File: config.mk
export PLATFORM = sky130hd
export DESIGN_NAME = booth_sequencer
export DESIGN_NICKNAME = d
export VERILOG_FILES = /design/src/rtl/booth_sequencer.sv
export SDC_FILE = /design/constraint.sdc
export NUM_CORES = 1
export LEC_CHECK = 0
export CORE_ASPECT_RATIO = 0.7
export CORE_MARGIN = 2
export CORE_UTILIZATION = 24
export DETAILED_ROUTE_END_ITERATION = 12
export HOLD_SLACK_MARGIN = 0.05
export SKIP_CTS_REPAIR_TIMING = 1
export SYNTH_ARGS = -nofsm -noshare
export SYNTH_HDL_FRONTEND = slang
export SYNTH_SLANG_ARGS = --single-unit
File: constraint.sdc
create_clock -name clk -period 12.5 [get_ports clk]
set_input_delay 2.5 -clock clk [delete_from_list [all_inputs] [get_ports clk]]
set_output_delay 2.5 -clock clk [all_outputs]
set_load 0.01 [all_outputs]
File: src/rtl/booth_sequencer.sv
// booth_sequencer
//   Iterative radix-2 Booth multiplier: one Booth step per clock, followed by
//   a single conversion cycle that registers the two's-complement product
//   together with its sign-magnitude form.
//
// Ports
//   clk          rising-edge clock
//   reset        asynchronous, active-high; aborts any operation in flight
//   start        begin a multiply; only looked at while ready=1
//   multiplicand signed operand M (WORD_LENGTH bits)
//   multiplier   signed operand Q (WORD_LENGTH bits)
//   ready        high in IDLE
//   busy         high in CALC and CONVERT
//   done         one-cycle pulse; product/magnitude/sign are valid
//   product      signed product (2*WORD_LENGTH bits)
//   magnitude    |product|
//   sign         1 when product is negative
module booth_sequencer #(
    parameter int WORD_LENGTH = 16
) (
    input  logic                     clk,
    input  logic                     reset,
    input  logic                     start,
    input  logic [WORD_LENGTH-1:0]   multiplicand,
    input  logic [WORD_LENGTH-1:0]   multiplier,
    output logic                     ready,
    output logic                     busy,
    output logic                     done,
    output logic [2*WORD_LENGTH-1:0] product,
    output logic [2*WORD_LENGTH-1:0] magnitude,
    output logic                     sign
);

    localparam int W  = WORD_LENGTH;
    localparam int PW = 2 * WORD_LENGTH;
    localparam int CW = $clog2(WORD_LENGTH);

    typedef enum logic [1:0] {
        IDLE    = 2'd0,
        CALC    = 2'd1,
        CONVERT = 2'd2,
        DONE    = 2'd3
    } state_t;

    state_t state, next_state;

    // A carries one guard bit so that A - M cannot overflow when
    // M = -2^(W-1).
    logic [W:0]    a;
    logic [W-1:0]  q;
    logic          q_1;
    logic [W-1:0]  m;
    logic [CW-1:0] counter;

    logic [W:0]    m_ext;
    logic [W:0]    sum;
    logic [W:0]    a_next;
    logic [W-1:0]  q_next;
    logic          last_step;
    logic [PW-1:0] prod_w;
    logic [PW-1:0] mag_w;

    assign last_step = (counter == CW'(W - 1));

    // Booth step followed by the arithmetic right shift of {A,Q,Q_1}.
    always_comb begin
        m_ext = {m[W-1], m};
        unique case ({q[0], q_1})
            2'b01:   sum = a + m_ext;
            2'b10:   sum = a - m_ext;
            default: sum = a;
        endcase
        a_next = {sum[W], sum[W:1]};
        q_next = {sum[0], q[W-1:1]};
    end

    // The guard bit is dropped here: the true product always fits in PW bits.
    always_comb begin
        prod_w = {a[W-1:0], q};
        mag_w  = prod_w[PW-1] ? (~prod_w + PW'(1)) : prod_w;
    end

    always_ff @(posedge clk or posedge reset) begin
        if (reset) state <= IDLE;
        else       state <= next_state;
    end

    always_comb begin
        next_state = state;
        ready      = 1'b0;
        busy       = 1'b0;
        done       = 1'b0;
        unique case (state)
            IDLE: begin
                ready = 1'b1;
                if (start) next_state = CALC;
            end
            CALC: begin
                busy = 1'b1;
                if (last_step) next_state = CONVERT;
            end
            CONVERT: begin
                busy       = 1'b1;
                next_state = DONE;
            end
            DONE: begin
                done       = 1'b1;
                next_state = IDLE;
            end
            default: next_state = IDLE;
        endcase
    end

    always_ff @(posedge clk or posedge reset) begin
        if (reset) begin
            a         <= '0;
            q         <= '0;
            q_1       <= 1'b0;
            m         <= '0;
            counter   <= '0;
            product   <= '0;
            magnitude <= '0;
            sign      <= 1'b0;
        end else begin
            unique case (state)
                IDLE: begin
                    if (start) begin
                        m       <= multiplicand;
                        q       <= multiplier;
                        a       <= '0;
                        q_1     <= 1'b0;
                        counter <= '0;
                    end
                end
                CALC: begin
                    a       <= a_next;
                    q       <= q_next;
                    q_1     <= q[0];
                    counter <= counter + CW'(1);
                end
                CONVERT: begin
                    product   <= prod_w;
                    magnitude <= mag_w;
                    sign      <= prod_w[PW-1];
                end
                default: ;
            endcase
        end
    end

endmodule

==> results of run 1 <==
registers in the layout, indices dropped and copies added (netlist names):
signal     flops
sign           1
product       31
a             16
m             16
q_1            1
q             16
counter        4
state          2
magnitude     31
power by group:
part / internal [W] / switching (W) / total [W]
combinational: 0.000617 / 0.000653 / 0.00127
clock: 0.000368 / 0.000190 / 0.000558
sequential: 0.000553 / 0.000181 / 0.000734
synth_stat cells, drive strengths merged, types with 3 or more instances:
master	instances
ha	24
xor2	32
nand3	8
or3	5
or4	6
nor3	8
a22oi	6
o211ai	3
nand2b	9
nand2	53
o31ai	10
o21ai	53
dfrtp	118
a22o	6
mux2i	18
inv	17
a21oi	63
and3	3
a21o	6
buf	10
o41ai	4
nor4	4
nor2	48
xnor2	25
mux2	50
clkbuf	32
layer usage:
metal / vias up / global-route usage (%) / wire length, um
met2: 122 / 16.3 / 6590
met1: 2328 / 19.5 / 9090
met3: 8 / 3.73 / 1150
met4: 0 / 4.09 / 136
met5: - / 0 / 0
li1: 2450 / - / -
worst max-delay path by stage:
stage                          endpoint  cells after the start
5_1_grt                           ready                      3
4_1_cts                           ready                      3
3_3_place_gp           q[6]$_DFFE_PP0P_                      3
6_report                          ready                      3
3_5_place_dp   magnitude[9]$_DFFE_PP0P_                      3
2_1_floorplan          a[0]$_DFFE_PP0P_                      1
cell families (layout without fill, tap and decap cells):
logic type | Yosys count | count (layout)
AOI/OAI and AO/OA | 160 | 160
xor gates and xnor gates | 57 | 57
adders and majority gates | 25 | 25
buffers and inverters | 59 | 154
DFF | 118 | 118
muxes | 68 | 68
and+or+nand+nor | 158 | 158
per-stage QoR:
stage,utilization (%),area (um^2),total power (W),setup WS (ns),std cells
CTS,31.9,8470,0.00259,8.08,1104
finish,31.9,8470,0.00256,8.12,1104
floorplan,-,6450,0.00157,6.87,645
global placement,29.3,7800,0.00200,8.07,1072
detailed placement,29.3,7800,0.00202,8.03,1072
global route,31.9,8470,0.00277,8.02,1104
worst max-delay path: cells and delay by family, from the launching register on:
family,cells,cell delay (ns)
flops,1,0.40
buf+inv,2,0.75
fa+ha+maj,1,0.32
cell type report:
type	instances	area share, %
repair buffers	105	12.3
clock buffers	19	5.35
flip-flops and latches	118	34.9
well taps	364	5.38
clock inverters	13	2.58
inverters	17	0.783
multi-input cells	468	38.7
cell usage in the layout, fill, tap and decap left out, types with 5 or more instances in the layout:
cell type,synthesis,routed
dfrtp_1,118,118
mux2_2,50,50
nand3_1,8,8
ha_1,24,23
nor3_1,7,7
a22oi_1,6,6
a21o_1,6,6
nand2b_1,9,9
a21oi_1,63,63
o21ai_1,6,5
clkbuf_16,0,17
o21ai_0,47,47
xnor2_1,25,25
nand2_1,53,53
a22o_1,6,6
nor2_1,48,48
mux2i_1,18,18
clkdlybuf4s50_1,0,102
xor2_1,32,32
inv_1,17,16
or3_1,5,5
o31ai_1,9,9
bufinv_16,0,5
==> impl_metrics.env, run 1 <==
export IMPL_maxSlewHeadroom_pct=23.8
export IMPL_critPathLaunch="state[0]$_DFFE_PP0P_"
export IMPL_hold_ws_ns=0.495
export IMPL_grt_usage_pct=12.6
export IMPL_syn_inst=645
export IMPL_synth_nets=705
export IMPL_initial_core_util_pct=24.3
export IMPL_startpoint_type="register"
export IMPL_area_growth_pct=31.4
export IMPL_h_tree_depth=4
export IMPL_nFillCells=2719
export IMPL_grt_pass1_vias=4756
export IMPL_synth_top_family_by_area="compound AO/OA/AOI/OAI gates"
export IMPL_io_pins=103
export IMPL_clk_pin_slew_ns=0.06
export IMPL_clockRootBuffer="clkbuf_16"
export IMPL_cp_cell_sequence="inv_1 > ha_1 > clkdlybuf4s50_1"
export IMPL_ys_seq_elements=118
export IMPL_yosys_mux_area_fraction_pct=11.5
export IMPL_hold_viol=0
export IMPL_async_flop_share_pct=100
export IMPL_post_synth_and_or_nand_nor_area_fraction_pct=11.6
export IMPL_drt_pass1_iterations=5
export IMPL_grt_overflow=0
export IMPL_synth_compound_area_share_pct=14.7
export IMPL_syn_avg_cell_area_um2=10.0
export IMPL_fmax_mhz=228
export IMPL_fin_skew_ns=0.0111
export IMPL_timing_rr_end="a[15]$_DFFE_PP0P_"
export IMPL_die_h_um=141
export IMPL_dp_final_hpwl_um=12200
export IMPL_cp_slowest_cell="clkdlybuf4s50_1"
export IMPL_critPathMaxFanout=6
export IMPL_synth_xor_area_share_pct=7.74
export IMPL_worstPathRequired_ns=10.00
export IMPL_setup_viol_count_final=0
export IMPL_dieArea_um2=28200
export IMPL_place_congestion=0.774
export IMPL_synth_cell_area_um2=6450
export IMPL_multi_input_area_um2=3280
export IMPL_cts_sinks=118
export IMPL_ys_seq_area_share_pct=45.8
export IMPL_rsz0062_at_grt="false"
export IMPL_drv_slew=0
export IMPL_synth_top_cells_by_area="dfrtp_1 (46%), mux2_2 (8.7%), a21oi_1 (4.9%), ha_1 (4.7%), xor2_1 (4.3%)"
export IMPL_hp_start="q_1$_DFFE_PP0P_"
export IMPL_yosysUniqueCellTypes=51
export IMPL_synthAdderAreaFrac_pct=4.97
export IMPL_ir_drop_uv=114
export IMPL_hold_path_class="reg -> reg"
export IMPL_numCtsBuffers=17
export IMPL_totalWireLength_um=17000
export IMPL_regArea_um2=2950
export IMPL_yosys_area_top_type="dfrtp_1"
export IMPL_vias_per_cell=4.45
export IMPL_grt_max_degree=95
export IMPL_drtAntennaViolNets=0
export IMPL_leakage_nw=3.52
export IMPL_wl_per_cell_um=15.4
export IMPL_hold_path_depth=2
export IMPL_arrival_ns=1.88
export IMPL_worstReg2RegStart="m[0]$_DFFE_PP0P_"
export IMPL_min_to="q_1$_DFFE_PP0P_"
export IMPL_fin_crit_sh_pct=35.1
export IMPL_critPathCaptureType="primary output"
export IMPL_final_layout_size_suffix_gt1_share_pct=13.1
export IMPL_antenna_found_initial=0
export IMPL_power_density_nw_per_um2=303
export IMPL_vias=4908
export IMPL_drtIter0Drc=341
export IMPL_rows=50
export IMPL_ff2ff_path_depth=13
export IMPL_clock_latency_ns=0.42
export IMPL_diodes=0
export IMPL_synth_ff_type="dfrtp_1"
export IMPL_grt_pass1_wl_um=27100
export IMPL_worstSetupPathType="reg -> out"
export IMPL_cts_buffer_depth=2
export IMPL_synth_top_area_share_pct=45.8
export IMPL_finalSetupTns_ns=0
export IMPL_slowest_delay_ns=0.60
export IMPL_cts_tree="built"
export IMPL_status="finished clean"
export IMPL_synth_edff_count=0
export IMPL_port_buffers=102
export IMPL_period_needed_ns=4.38
export IMPL_die_w_um=200
export IMPL_r2r_slack_ns=8.96
export IMPL_worst_slew_pin_slew_ns=1.14
export IMPL_route_detailed_drc=0
export IMPL_layout_nets=787
export IMPL_core_um2=26600
export IMPL_ys_warn_count=0
export IMPL_drv_cap=0
Note: power is estimated with default switching activity, not from simulation.
==> run 2, diff against run 1 <==
- clock period: 12.5 -> 4.05 ns (I/O delays scaled with it)
==> impl_metrics.env, run 2 (synthesized netlist as in run 1, its figures left out) <==
export IMPL_drtIter0Drc=228
export IMPL_dieArea_um2=28200
export IMPL_grt_pass1_vias=4758
export IMPL_critPathMaxFanout=6
export IMPL_drv_cap=0
export IMPL_grt_usage_pct=13.0
export IMPL_hold_viol=0
export IMPL_critPathCaptureType="register"
export IMPL_wl_met2_um=7080
export IMPL_drtAntennaViolNets=0
export IMPL_area_growth_pct=30.9
export IMPL_cp_slowest_cell="or4_1"
export IMPL_rows=50
export IMPL_reg_top3="magnitude x31, product x31"
export IMPL_drv_slew=0
export IMPL_wl_met1_um=9190
export IMPL_nFillCells=2748
export IMPL_leakage_nw=3.52
export IMPL_layout_setup_ws_ns=0.686
export IMPL_setup_viol_count_final=0
export IMPL_worstSetupPathType="reg -> reg"
export IMPL_h_tree_depth=4
export IMPL_place_congestion=0.792
export IMPL_crit_buf_inv=1
export IMPL_grt_max_degree=67
export IMPL_critPathTopFamily="simple AND/OR/NAND/NOR gates"
export IMPL_finalSetupTns_ns=0
export IMPL_vias_per_cell=4.48
export IMPL_cts_tree="built"
export IMPL_highest_signal_layer="met4"
export IMPL_die_w_um=200
export IMPL_drt_pass1_iterations=6
export IMPL_startpoint_type="register"
export IMPL_mostFrequentLayoutCells="dfrtp_1 (118), clkdlybuf4s50_1 (102), a21oi_1 (63)"
export IMPL_worst_slew_pin_slew_ns=0.772
export IMPL_hold_path_class="reg -> reg"
export IMPL_diodes=0
export IMPL_grt_pass1_wl_um=27900
export IMPL_numCtsBuffers=17
export IMPL_clockRootBuffer="clkbuf_16"
export IMPL_period_needed_ns=3.36
export IMPL_cts_sinks=118
export IMPL_worstPathRequired_ns=4.35
export IMPL_arrival_ns=3.67
export IMPL_totalWireLength_um=17500
export IMPL_port_buffers=102
export IMPL_power_density_nw_per_um2=920
export IMPL_clk_pin_slew_ns=0.05
export IMPL_pre_cts_ws_ns=0.728
export IMPL_cp_cell_sequence="or4_1 > or3_1 > inv_1 > a21oi_1 > xnor2_1 > ha_1 > a21oi_1 > nand2_1 > a31o_2 > o31ai_1 > xnor2_1 > o21ai_1 > a22o_1"
export IMPL_clock_latency_ns=0.42
export IMPL_initial_core_util_pct=24.3
export IMPL_status="finished clean"
export IMPL_antenna_found_initial=0
export IMPL_io_pins=103
export IMPL_grt_overflow=0
export IMPL_fin_skew_ns=0.00719
export IMPL_cts_buffer_depth=2
export IMPL_final_layout_size_suffix_gt1_share_pct=13.5
export IMPL_wl_per_cell_um=15.8
export IMPL_dr_wl_met3_um=1070
export IMPL_route_detailed_drc=0
export IMPL_ir_drop_uv=305
export IMPL_layout_nets=794
export IMPL_fmax_mhz=297
export IMPL_core_um2=26600
export IMPL_dp_final_hpwl_um=12500
export IMPL_final_common_cell="dfrtp_1"
export IMPL_maxSlewHeadroom_pct=48.4
export IMPL_fin_crit_sh_pct=83.1
export IMPL_slowest_delay_ns=0.64
export IMPL_vias=4978
export IMPL_die_h_um=141
export IMPL_rsz0062_at_grt="false"
run 2: metrics by stage:
stage | power (W) | cells | utilization, % | area (um^2) | hold WS, ns
after global placement | 0.00619 | 1079 | 29.6 | 7870 | 0.465
final | 0.00776 | 1111 | 31.8 | 8440 | 0.502
after CTS | 0.00783 | 1111 | 31.8 | 8440 | 0.503
after detailed placement | 0.00626 | 1079 | 29.6 | 7870 | 0.490
after global routing | 0.00841 | 1111 | 31.8 | 8440 | 0.518
after floorplan | 0.00485 | 645 | - | 6450 | 0.450
run 2: power by group:
part           total, W  internal [W]  switching [W]
registers       0.00226       0.00171       0.000547
logic           0.00400       0.00193        0.00207
clock network   0.00150      0.000949       0.000556
run 2: metal layers:
| metal | GRT usage (%) | vias up |
|---|---|---|
| li1 | - | 2444 |
| met1 | 20.0 | 2397 |
| met2 | 17.2 | 126 |
| met3 | 3.76 | 11 |
| met4 | 3.63 | 0 |
| met5 | 0 | - |
run 2: final cells by class:
type	instances	area [um^2]	area share, %
Clock inverter	9	100	1.19
Timing Repair Buffer	112	1110	13.1
Sequential cell	118	2950	35.0
Tap cell	364	455	5.39
Multi-Input combinational cell	468	3280	38.9
Clock buffer	23	478	5.66
Inverter	17	66.3	0.785
run 2: final timing paths:
kind	from	end	slack (ns)	depth (start not counted)
setup reg to reg	m[5]$_DFFE_PP0P_	a[15]$_DFFE_PP0P_	0.69	13
min in group asynchronous	reset	m[6]$_DFFE_PP0P_	0.87	2
hold / removal	q_1$_DFFE_PP0P_	q_1$_DFFE_PP0P_	0.50	2
setup / recovery	m[5]$_DFFE_PP0P_	a[15]$_DFFE_PP0P_	0.69	13
hold reg to reg	q_1$_DFFE_PP0P_	q_1$_DFFE_PP0P_	0.50	2
max in group asynchronous	reset	magnitude[7]$_DFFE_PP0P_	2.40	3
run 2: worst register-to-register path: stages, from the launching register on:
cell and delay [ns]:
dfrtp_1 0.43, or4_1 0.64, or3_1 0.36, inv_1 0.07
a21oi_1 0.07, xnor2_1 0.17, ha_1 0.35, a21oi_1 0.28
nand2_1 0.12, a31o_2 0.25, o31ai_1 0.07, xnor2_1 0.18
o21ai_1 0.08, a22o_1 0.18
